--- src/rtl/uart_tx.sv ---
// UART transmitter: serializes one byte per accept into start, 8 data bits LSB first,
// optional parity and one stop bit; each bit lasts Prescale clocks (0 treated as 1).
// Latency: S_Data=0 and busy=1 are visible right after the accept edge. Data_valid is
// ignored while busy; there is no queueing, so the sender retries once busy drops.
//
// Ports:
//   CLK, Reset            rising-edge clock, asynchronous active-high reset
//   P_Data, Data_valid    byte to send and its request, sampled only in IDLE
//   Parity_EN/Parity_type parity enable and type (0 = even, 1 = odd), sampled at accept
//   Prescale              clocks per bit, sampled at accept
//   S_Data, busy          registered serial line (idles high) and frame-in-flight flag
module uart_tx (
    input  logic       CLK,
    input  logic       Reset,
    input  logic [7:0] P_Data,
    input  logic       Data_valid,
    input  logic       Parity_EN,
    input  logic       Parity_type,
    input  logic [4:0] Prescale,
    output logic       S_Data,
    output logic       busy
);

    typedef enum logic [2:0] {
        IDLE   = 3'd0,
        START  = 3'd1,
        DATA   = 3'd2,
        PARITY = 3'd3,
        STOP   = 3'd4
    } state_t;

    state_t     state;
    logic [7:0] data;
    logic       par_en;
    logic       par_type;
    logic [4:0] last;      // final count value of each bit: max(Prescale,1)-1
    logic [4:0] cnt;
    logic [2:0] bit_idx;

    logic       bit_end;
    logic       par_bit;
    logic [2:0] next_idx;

    assign bit_end  = (cnt == last);
    assign par_bit  = par_type ? ~^data : ^data;
    assign next_idx = bit_idx + 3'd1;

    always_ff @(posedge CLK or posedge Reset) begin
        if (Reset) begin
            state    <= IDLE;
            S_Data   <= 1'b1;
            busy     <= 1'b0;
            data     <= 8'h00;
            par_en   <= 1'b0;
            par_type <= 1'b0;
            last     <= 5'd0;
            cnt      <= 5'd0;
            bit_idx  <= 3'd0;
        end else begin
            case (state)
                IDLE: begin
                    cnt     <= 5'd0;
                    bit_idx <= 3'd0;
                    S_Data  <= 1'b1;
                    busy    <= 1'b0;
                    if (Data_valid) begin
                        data     <= P_Data;
                        par_en   <= Parity_EN;
                        par_type <= Parity_type;
                        last     <= (Prescale == 5'd0) ? 5'd0 : (Prescale - 5'd1);
                        state    <= START;
                        S_Data   <= 1'b0;
                        busy     <= 1'b1;
                    end
                end

                START: begin
                    if (bit_end) begin
                        cnt     <= 5'd0;
                        bit_idx <= 3'd0;
                        S_Data  <= data[0];
                        state   <= DATA;
                    end else begin
                        cnt <= cnt + 5'd1;
                    end
                end

                DATA: begin
                    if (bit_end) begin
                        cnt <= 5'd0;
                        if (bit_idx == 3'd7) begin
                            if (par_en) begin
                                S_Data <= par_bit;
                                state  <= PARITY;
                            end else begin
                                S_Data <= 1'b1;
                                state  <= STOP;
                            end
                        end else begin
                            bit_idx <= next_idx;
                            S_Data  <= data[next_idx];
                        end
                    end else begin
                        cnt <= cnt + 5'd1;
                    end
                end

                PARITY: begin
                    if (bit_end) begin
                        cnt    <= 5'd0;
                        S_Data <= 1'b1;
                        state  <= STOP;
                    end else begin
                        cnt <= cnt + 5'd1;
                    end
                end

                STOP: begin
                    if (bit_end) begin
                        cnt    <= 5'd0;
                        S_Data <= 1'b1;
                        busy   <= 1'b0;
                        state  <= IDLE;
                    end else begin
                        cnt <= cnt + 5'd1;
                    end
                end

                default: begin
                    state  <= IDLE;
                    S_Data <= 1'b1;
                    busy   <= 1'b0;
                    cnt    <= 5'd0;
                end
            endcase
        end
    end

endmodule

--- config.mk ---
export PLATFORM = sky130hd
export DESIGN_NAME = uart_tx
export DESIGN_NICKNAME = d
export VERILOG_FILES = /design/src/rtl/uart_tx.sv
export SDC_FILE = /design/constraint.sdc
export NUM_CORES = 1
export LEC_CHECK = 0
export ABC_AREA = 1
export BUFFER_PORTS_ARGS = -buffer_cell sky130_fd_sc_hd__clkbuf_2
export CORE_MARGIN = 1
export CORE_UTILIZATION = 35
export CTS_CLUSTER_SIZE = 12
export DETAILED_ROUTE_END_ITERATION = 10
export SETUP_SLACK_MARGIN = 0.2
export SLEW_MARGIN = 20
export SYNTH_ARGS = -nofsm -noshare
export SYNTH_HDL_FRONTEND = slang
export SYNTH_SLANG_ARGS = --single-unit
--- constraint.sdc ---
create_clock -name CLK -period 1.8 [get_ports CLK]
set_input_delay 0.27 -clock CLK [delete_from_list [all_inputs] [get_ports CLK]]
set_output_delay 0.27 -clock CLK [all_outputs]
set_load 0.01 [all_outputs]
==> impl_results.md, run 1 <==
* Die area at 0.004869 mm2
* Min Clock Period, post-route at 1.465 ns
* Cells after Synth at 215
* Mapped Area at 0.001608 mm2
* Area of placed instances at 0.001780 mm2
* Yosys reg bits at 28
* Syn-to-layout area delta at 15.95%
* Antenna Cells at 0
* CP max FO at 19
* Nets at 262
* Final setup vio count at 0
* Syn_nets at 237
* GP Congestion at 0.7696
* Leak Pwr at 0.9780 nW
* Root Buffer: clkbuf_8
* Cell with the most instances after synthesis: nand2_1
* Antenna violations before repair at 0
* CTS tree: yes
* Drt wl/cell at 9.969 um
* Status: completed
* Top cells by count, synth: 67 x nand2_1, 29 x inv_1, 27 x dfrtp_1
* Startpoint types: register
* Predominant post-synthesis flop cell: dfrtp_1
* Async S/R FF share, synth at 1.000
* Dpl ws at 0.2307 ns
* Total GRT Usage at 0.1362
* Core area at about 0.0044 mm2
* Fin area at 0.001864 mm2
* Reg2Reg Setup Slack at 0.33 ns
* Worst Path Arrival at roughly 1.7 ns
* H-Tree Level Count at 1
* DP Wirelength at between 2000 and 2500 um
* Crit. End Element: register
* EDFF count, synth at 0
* Row cnt at 24
* Final WS setup at 0.3347 ns
* DRT Pass-1 Iters at 4
* Data required, critical path at 2.00 ns
* TritonCTS Buffers at 3
* Routed WL at 2901 um
* Post-synth cell types at 25
* Slew headroom at 0.7578
* Clk sinks at 28
* DR iter-0 viols at 47
* Max Root-Sink Buffers at 2
* Peak Freq at 0.6824 GHz
* Setup Skew at 0.008527 ns
* Number of global-route vias before repair at 1161
* VDD IR-drop max at 0.0006781 V
* FILL cells at around 450
* I/O Buffers at 19
* Via/cell ratio at between 4 and 5
* Final worst path period share at 0.8141
* First-pass GRT wire length at approximately 5300 um
* Residual DRC at 0
* Worst-Skew Late Latency at 0.28 ns
* RSZ-0062 raised after global routing: yes
* Worst hold path class: in2async
* Final setup TNS at 0 ns
* Post-route ant nets at 0
* Ports at 20
* Syn_area_per_cell at about 7.5 um2
* Fin. Hold Viols at 0
* Slew Viols, Final at 0
* Setup CP Type: reg2reg
* Max Cap Viol at 0
* Top cells by area, synth: dfrtp_1 42%, nand2_1 16%, inv_1 6.8%
* Largest net degree at the start of global routing at 29
* Vias at 1307
* Layout cells sized above 1 at 0.1967
* Warnings, synthesis at 0
* Pwr Density at between 1500 and 2000 mW/mm2
* Power Total at 3.088 mW
* Slew @ Worst Pin at between 0.3 and 0.4 ns
* Die Span Y at 69.78 um
* Die width at approximately 70 um
* Register area share after synthesis at 0.4366
* Synth top area share at 0.4202
* Starting Density at 0.3667
* Largest area contributor in the netlist: dfrtp_1
* Grt total ovfl at 0
* Clock transition at path regs at 0.10 ns
==> cells in the final DEF (no fill, tap or decap), types with 3 or more instances in the layout <==
master	n
clkbuf_2	19
clkbuf_8	3
dfrtp_1	26
ha_1	4
inv_1	29
inv_2	6
nand2_1	67
nand2_2	3
nand3_1	14
nor2_1	16
nor2_2	5
o21ai_0	4
o21ai_1	12
o22ai_1	3
xnor2_1	5
xor2_1	3
==> routing by layer <==
layer  vias up  wire [um]  global-route usage  share of wire
met5         -          0                   0              0
met4         0         50             0.06000          0.017
met3         4         51             0.01308          0.018
met2        14       1199              0.1880           0.41
met1       575       1599              0.2132           0.55
li1        714          -                   -              -
==> critical path, stage by stage (launching register included) <==
cell	delay, ns
dfrtp_1	0.42
inv_1	0.14
nand2_1	0.16
nor2_2	0.14
nand2_2	0.11
inv_2	0.13
buf_12	0.15
nand2_1	0.06
o21ai_1	0.07
==> cells by family (layout without fill, tap and decap cells) <==
family | after synthesis | after routing | share of synthesized area
simple gates | 113 | 113 | 0.3128
compound gates | 25 | 25 | 0.08482
fa+ha+maj | 4 | 4 | 0.03113
xor+xnor | 8 | 8 | 0.04358
flops | 28 | 28 | 0.4366
buf+inv | 37 | 61 | 0.09104
==> worst paths after layout <==
path / depth (start not counted) / end / start
max: 8 / data[2]$_DFFE_PP0P_ / state[0]$_DFFE_PP0P_
min: 3 / last[4]$_DFFE_PP0P_ / Reset
max reg2reg: 8 / data[2]$_DFFE_PP0P_ / state[0]$_DFFE_PP0P_
min reg2reg: 2 / busy$_DFFE_PP0P_ / busy$_DFFE_PP0P_
max in group asynchronous: 3 / S_Data$_DFFE_PP1P_ / Reset
min in group CLK: 3 / data[1]$_DFFE_PP0P_ / P_Data[1]
==> flip-flops by register name (all words and copies together) (netlist names) <==
register	flops
S_Data	1
bit_idx	3
busy	1
cnt	5
data	8
last	5
par_en	1
par_type	1
state	3
==> repair_timing <==
item | 4_1_cts | 5_1_grt
buffers inserted | 0 | 1
hold buffers | 0 | 0
endpoints found under the setup margin | 0 | 4
gates resized for setup | 0 | 2
==> layout make-up <==
| class | instances | area (um2) | share of cell area |
|---|---|---|---|
| Clock buffer | 3 | 41.29 | 0.02215 |
| Clock inverter | 1 | 30.03 | 0.01611 |
| Inverter | 35 | 131.4 | 0.07047 |
| Multi-Input combinational cell | 150 | 763.2 | 0.4094 |
| Sequential cell | 28 | 703.2 | 0.3772 |
| Tap cell | 52 | 65.06 | 0.03490 |
| Timing Repair Buffer | 22 | 130.1 | 0.06980 |
==> metrics by stage <==
stage | utilization | hold WS (ns) | std cells
2_1_floorplan | - | 0.3347 | 215
3_3_place_gp | 0.4061 | 0.3394 | 286
3_5_place_dp | 0.4061 | 0.3385 | 286
4_1_cts | 0.4224 | 0.03073 | 290
5_1_grt | 0.4252 | 0.05553 | 291
6_report | 0.4252 | 0.01242 | 291
==> report_power, final <==
part	switching, mW	total [mW]	internal (mW)
sequential	0.187	1.07	0.885
combinational	0.929	1.52	0.589
clock	0.200	0.498	0.298
(Power assumes the default switching activity.)
==> run 2: changes to the inputs <==
==> constraint.sdc (replaced) <==
create_clock -name CLK -period 1.47 [get_ports CLK]
set_input_delay 0.2205 -clock CLK [delete_from_list [all_inputs] [get_ports CLK]]
set_output_delay 0.2205 -clock CLK [all_outputs]
set_load 0.01 [all_outputs]
==> run 2 against run 1 <==
Highest routed layer unchanged. Combinational power increased by 66%. Global-route usage increased by 1.9 points. Sequential share of layout area decreased by 5.4 points. Critical endpoint is now bit_idx[0]$_DFFE_PP0P_. Critical path type unchanged. Count of clock-buffer cells in the layout increased by 1. Wire length increased by 26%. Via count increased by 9.6%. Fmax increased by 7.1%. Largest cell class unchanged. Flip-flop and latch count unchanged. Clock skew decreased by 0.0046 ns.
==> impl_results.md, run 2 (same netlist as run 1, synthesis figures left out) <==
* Status: completed
* Switching power at 1.923 mW (+46%)
* Data required, critical path at 1.69 ns (-0.31 ns)
* Drt wl/cell at 12.04 um (+21%)
* Most frequent cells in the layout: 53 x nand2_1, 27 x inv_1, 25 x dfrtp_1
* Row cnt at 24 (unchanged)
* I/O Buffers at 19 (unchanged)
* Die area at 0.004869 mm2 (unchanged)
* Starting Density at 0.3667 (unchanged)
* Total GRT Usage at 0.1554 (+0.01924)
* Clock power frac at 0.114 (-0.047)
* Int Pwr at 2.417 mW (+36%)
* Most common cell after layout, fill and taps aside: nand2_1
* GP Congestion at 0.8628 (+12%)
* R2R cell count at 9 (+1)
* Antenna Cells at 0 (unchanged)
* Vias at 1433 (+9.6%)
* Clk sinks at 28 (unchanged)
* Max Root-Sink Buffers at 2 (unchanged)
* H-Tree Level Count at 1 (unchanged)
* Grt total ovfl at 0 (unchanged)
* Power Total at 4.340 mW (+41%)
* Max incr delay on CP at 0.43 ns (about the same)
* Final setup vio count at 0 (unchanged)
* Fin. Hold Viols at 0 (unchanged)
* Fin area at 0.002180 mm2 (+17%)
* Setup CP Type: reg2reg
* TritonCTS Buffers at 3 (unchanged)
* Die width at 69.78 um (unchanged)
* Slew @ Worst Pin at 0.3593 ns (-0.004046 ns)
* Most flop-heavy register: data
* Peak Freq at 0.7312 GHz (+7.1%)
* Root Buffer: clkbuf_8
* Antenna violations before repair at 0 (unchanged)
* CP max-delay cell: dfrtp_1
* Largest registers: data x8, cnt x5, last x5
* Nets at 275 (+5.0%)
* Worst Path Arrival at 1.59 ns (-0.08 ns)
* Max reg flops at 8 (unchanged)
* Slew Viols, Final at 0 (unchanged)
* Final Hold Slack at 0.1351 ns (+0.1227 ns)
* Syn-to-layout area delta at 35.56%
* Combinational share of power at 0.583 (+0.091)
* CP max FO at 4 (-15)
* DP Wirelength at 2488 um (+9.9%)
* Core area at 0.004384 mm2 (unchanged)
* Pwr Density at 1991 mW/mm2 (+20%)
* Worst-Skew Late Latency at 0.28 ns (about the same)
* Via/cell ratio at 4.714 (+5.0%)
* Final worst path period share at 0.9303 (+0.1163)
* VDD IR-drop max at 0.0008857 V (+31%)
* Clock transition at path regs at 0.10 ns (about the same)
* Startpoint types: register
* Number of global-route vias before repair at 1416 (+22%)
* Die Span Y at 69.78 um (unchanged)
* Setup Skew at 0.003951 ns (-0.004576 ns)
* Area of placed instances at 0.001836 mm2 (+3.1%)
* DR iter-0 viols at 31 (-34%)
* Cell Chain, Critical Path: xnor2_1 > nand3b_1 > nor2_4 > inv_2 > nand2_2 > nand2_4 > nor2_4 > nand2_1 > nand2_1
* Worst hold path class: in2reg
* Max Cap Viol at 0 (unchanged)
* Hold Path Depth at 2
* Routed WL at 3660 um (+26%)
* Sequential Power Share at 0.302 (-0.045)
* Largest net degree at the start of global routing at 29 (unchanged)
* Layout cells sized above 1 at 0.3611 (+0.1645)
* Switching share of total power at 0.4431 (+0.01666)
* DRT Pass-1 Iters at 4 (unchanged)
* Min Clock Period, post-route at 1.368 ns (-0.09773 ns)
* Slew headroom at 0.7605 (+0.002697)
* First-pass GRT wire length at 6078 um (+14%)
* Post-route ant nets at 0 (unchanged)
* Ports at 20 (unchanged)
* CTS tree: yes
* Crit. End Element: register
* Leak Pwr at 1.108 nW (+13%)
* Residual DRC at 0 (unchanged)
* RSZ-0062 raised after global routing: yes
-- run 2: layout make-up --
class | instances | area [um2]
inverter | 35 | 143.9
fill | 421 | 2205
clock buffer | 4 | 55.05
multi-input combinational | 150 | 930.9
timing repair buffer | 35 | 280.3
sequential | 28 | 704.4
tap | 52 | 65.06
-- run 2: final timing paths --
| path | to | startpoint | slack (ns) |
|---|---|---|---|
| worst max register to register | bit_idx[0]$_DFFE_PP0P_ | last[4]$_DFFE_PP0P_ | 0.10 |
| max in group asynchronous | S_Data$_DFFE_PP1P_ | Reset | 0.64 |
| min in group asynchronous | data[2]$_DFFE_PP0P_ | Reset | 0.52 |
| worst max-delay path | bit_idx[0]$_DFFE_PP0P_ | last[4]$_DFFE_PP0P_ | 0.10 |
| worst min-delay path | last[0]$_DFFE_PP0P_ | Prescale[0] | 0.14 |
| worst min register to register | busy$_DFFE_PP0P_ | busy$_DFFE_PP0P_ | 0.48 |
-- run 2: timing repair --
item | CTS | global route
buffers inserted | 5 | 2
gates resized for setup | 8 | 38
hold buffers | 1 | 0
setup endpoints to repair | 25 | 27
hold endpoints to repair | 27 | 0
gates cloned | 0 | 3
pin swaps | 2 | 11
-- run 2: per-stage QoR --
| step | utilization | setup slack (ns) | std cells | TNS [ns] |
|---|---|---|---|---|
| 2_1_floorplan | - | 0.1739 | 215 | 0 |
| 3_3_place_gp | 0.4187 | 0.06575 | 289 | 0 |
| 3_5_place_dp | 0.4187 | 0.07258 | 289 | 0 |
| 4_1_cts | 0.4463 | 0.09806 | 299 | 0 |
| 5_1_grt | 0.4971 | -0.05013 | 304 | -0.1642 |
| 6_report | 0.4971 | 0.1024 | 304 | 0 |
-- run 2: worst max-delay path, delay by kind of cell (launching register included) --
family | cells | cell delay (ns)
simple gates | 7 | 0.65
flops | 1 | 0.43
xor+xnor | 1 | 0.17
buf+inv | 1 | 0.06
-- run 2: power groups by stage --
stage	Combinational, mW	Sequential (mW)	Clock (mW)
finish	2.53	1.31	0.496
global route	2.87	1.35	0.534
floorplan	1.52	1.29	0
CTS	2.10	1.31	0.510
global placement	1.94	1.34	0
detailed placement	1.95	1.34	0
-- run 2: per-layer routing --
metal / vias up / wire length (um) / global-route usage / share of wire
li1: 745 / - / - / -
met1: 660 / 1661 / 0.1945 / 0.45
met2: 23 / 1835 / 0.2724 / 0.50
met3: 5 / 121 / 0.02616 / 0.033
met4: 0 / 42 / 0.04667 / 0.011
met5: - / 0 / 0 / 0
==> run 3: changes to the inputs <==
--- a/config.mk
+++ b/config.mk
@@ -7,12 +7,14 @@
 export LEC_CHECK = 0
 export ABC_AREA = 1
 export BUFFER_PORTS_ARGS = -buffer_cell sky130_fd_sc_hd__clkbuf_2
+export CORE_ASPECT_RATIO = 0.9
 export CORE_MARGIN = 1
-export CORE_UTILIZATION = 35
+export CORE_UTILIZATION = 57
 export CTS_CLUSTER_SIZE = 12
 export DETAILED_ROUTE_END_ITERATION = 10
+export PLACE_DENSITY = 0.79
 export SETUP_SLACK_MARGIN = 0.2
-export SLEW_MARGIN = 20
+export SLEW_MARGIN = 0
 export SYNTH_ARGS = -nofsm -noshare
 export SYNTH_HDL_FRONTEND = slang
 export SYNTH_SLANG_ARGS = --single-unit
==> run 3 against run 2 <==
The run now ends with DRC, setup timing left. Register-to-register slack lost 0.22 ns. Power grew 17%. Combinational power grew 26%. Non-clock buffer count grew 11. First-iteration DRC count grew to 2.7 times the previous value. Via count grew 18%. Critical path type unchanged.
==> impl_results.md, run 3 (same netlist as run 1, synthesis figures left out) <==
* Final setup vio count at 1 (+1)
* Worst Path Arrival at 1.88 ns (+0.29 ns)
* Nets at 286 (+4.0%)
* Dpl ws at 0.07213 ns (-0.0004427 ns)
* Most common cell after layout, fill and taps aside: nand2_1
* WHS Endpoint: last[0]$_DFFE_PP0P_
* CP max-delay cell: dfrtp_1
* Die area at 0.003038 mm2 (-38%)
* Routed WL at 5009 um (+37%)
* Worst min-delay path startpoint: Prescale[0]
* GP Congestion at 0.8896 (+3.1%)
* Die Span Y at 52.39 um (-25%)
* Met1 Resource Use GR at 0.3317 (+0.1373)
* Hold Path Depth at 2 (unchanged)
* Total GRT Usage at 0.3105 (+0.1550)
* Most frequent cells in the layout: 55 x nand2_1, 23 x dfrtp_1, 21 x inv_1
* CP max FO at 3 (-1)
* Cell Chain, Critical Path: inv_1 > nand2_1 > nand2_1 > nand2_1 > nand2_1 > nand2_1 > nand2_1 > nand2_1 > nand3_1 > nand2_1 > a21oi_2
* Grt total ovfl at 0 (unchanged)
* Pwr Density at 2217 mW/mm2 (+11%)
* Leak Pwr at 1.183 nW (+6.8%)
* Max reg flops at 8 (unchanged)
* Max Cap Viol at 0 (unchanged)
* Startpoint types: register
* Antenna violations before repair at 0 (unchanged)
* CTS tree: yes
* FILL cells at 112 (-73%)
* R2R cell count at 11 (+2)
* Root Buffer: clkbuf_4
* Drt wl/cell at 17.21 um (+43%)
* CP dominant cell by count: nand2_1
* Residual DRC at 2 (+2)
* VDD IR-drop max at 0.001540 V (+74%)
* DRT Pass-1 Iters at 8 (+4)
* Status: finished with violations
* Final worst path period share at 1.079 (+0.1487)
* Grt met2 use at 0.5862 (+0.3138)
* Row cnt at 17 (-29%)
* Met3 Resource Use GR at 0.06173 (+0.03557)
* Slew headroom at 0.7619 (+0.001412)
* Antenna Cells at 0 (unchanged)
* Setup CP Type: reg2reg
* Number of global-route vias before repair at 1551 (+9.5%)
* Gr busiest metal: met2
* Reg2Reg Setup Slack at -0.12 ns (-0.22 ns)
* Starting Density at 0.6299 (+0.2632)
* Ports at 20 (unchanged)
* Largest net degree at the start of global routing at 29 (unchanged)
* Worst hold path class: in2reg
* Largest registers: data x8, cnt x5, last x5
* First-pass GRT wire length at 6831 um (+12%)
* Max incr delay on CP at 0.45 ns (+0.02 ns)
* Slew Viols, Final at 0 (unchanged)
* Data required, critical path at 1.77 ns (+0.08 ns)
* Final setup TNS at -0.1162 ns (-0.1162 ns)
* Syn-to-layout area delta at 42.33%
* Final WS setup at -0.1162 ns (-0.2187 ns)
* DR iter-0 viols at 83 (+170%)
* TritonCTS Buffers at 3 (unchanged)
* Post-route ant nets at 0 (unchanged)
* Reg-to-Reg End: S_Data$_DFFE_PP1P_
* Critical path's top delay family: simple AND/OR/NAND/NOR gates
* Vias at 1692 (+18%)
* Max Root-Sink Buffers at 2 (unchanged)
* Setup Skew at 0.002087 ns (-0.001864 ns)
* Most flop-heavy register: data
* DP Wirelength at 2462 um (-1.0%)
* Min Clock Period, post-route at 1.586 ns (+0.2187 ns)
* RSZ-0062 raised after global routing: yes
* Clk sinks at 28 (unchanged)
* CP bufs+invs at 1 (unchanged)
* Fin. Hold Viols at 0 (unchanged)
* H-Tree Level Count at 1 (unchanged)
* RR Startpoint: data[0]$_DFFE_PP0P_
* Violated checks: DRC, setup timing
* Layout cells sized above 1 at 0.4373 (+0.07615)
* Clock transition at path regs at 0.15 ns (+0.05 ns)
* Die width at 57.99 um (-17%)
* Crit. End Element: register
* Peak Freq at 0.6304 GHz (-14%)
* I/O Buffers at 19 (unchanged)
* Worst-Skew Late Latency at 0.35 ns (+0.07 ns)
* Via/cell ratio at 5.814 (+23%)
* Core area at 0.002552 mm2 (-42%)
* Slew @ Worst Pin at 0.3571 ns (-0.002117 ns)
-- run 3: cell count changes in the layout (fill, tap and decap cells not counted), moves of 4 or more --
cell      previous run  this run
buf_4                8        17
clkbuf_8             4         0
inv_1               27        21
inv_2                7        12
nand2_2             12         6
nand2_4              6        11
o21ai_1              8         4
o21ai_2              6        10
-- run 3: area by class of cell --
cell class	instances	area (um2)	share of cell area
multi-input combinational	150	965.9	0.4221
sequential	28	706.9	0.3089
timing repair buffer	46	391.6	0.1711
inverter	35	136.4	0.05960
tap	28	35.03	0.01531
clock inverter	1	30.03	0.01312
clock buffer	3	22.52	0.009841
-- run 3: routing by layer --
layer,wire length [um],up-vias
li1,-,766
met2,2563,110
met1,1816,786
met5,0,-
met3,342,30
met4,287,0
-- run 3: worst register-to-register path, delay by kind of cell, from the launching register on --
| kind | cells | cell delay (ns) |
|---|---|---|
| flops | 1 | 0.45 |
| simple gates | 9 | 0.78 |
| buf+inv | 1 | 0.15 |
| compound gates | 1 | 0.15 |
-- run 3: through the flow --
stage,util,area [um2],std cells,power (mW),hold WS [ns]
2_1_floorplan,-,1640,215,2.814,0.2851
3_3_place_gp,0.7015,1790,263,3.166,0.2782
3_5_place_dp,0.7015,1790,263,3.252,0.2934
4_1_cts,0.8382,2140,285,4.360,0.06134
5_1_grt,0.8966,2288,291,5.338,0.05110
6_report,0.8966,2288,291,5.074,0.05904
-- run 3: worst max-delay path by stage --
stage                            from                      to  cells past startpoint
2_1_floorplan  bit_idx[0]$_DFFE_PP0P_  bit_idx[0]$_DFFE_PP0P_                      9
6_report          data[0]$_DFFE_PP0P_      S_Data$_DFFE_PP1P_                     11
4_1_cts              cnt[0]$_DFF_PP0_  bit_idx[0]$_DFFE_PP0P_                      9
5_1_grt           data[0]$_DFFE_PP0P_      S_Data$_DFFE_PP1P_                     11
3_3_place_gp         cnt[2]$_DFF_PP0_  bit_idx[0]$_DFFE_PP0P_                     11
3_5_place_dp         cnt[3]$_DFF_PP0_  bit_idx[0]$_DFFE_PP0P_                     10
-- run 3: what timing repair did --
item | in CTS | in global routing
endpoints found under the setup margin | 27 | 29
resized for setup | 34 | 34
pin swaps | 7 | 13
cloned | 3 | 0
endpoints found under the hold margin | 27 | 0
setup buffers | 14 | 6
hold buffers | 1 | 0
-- run 3: report_power, final --
part           internal [mW]  leakage (nW)  switching, mW  total, mW
registers               1.09         0.351          0.266       1.35
clock network          0.277        0.0279          0.250      0.526
logic                   1.35         0.804           1.85       3.19
total                   2.71          1.18           2.36       5.07
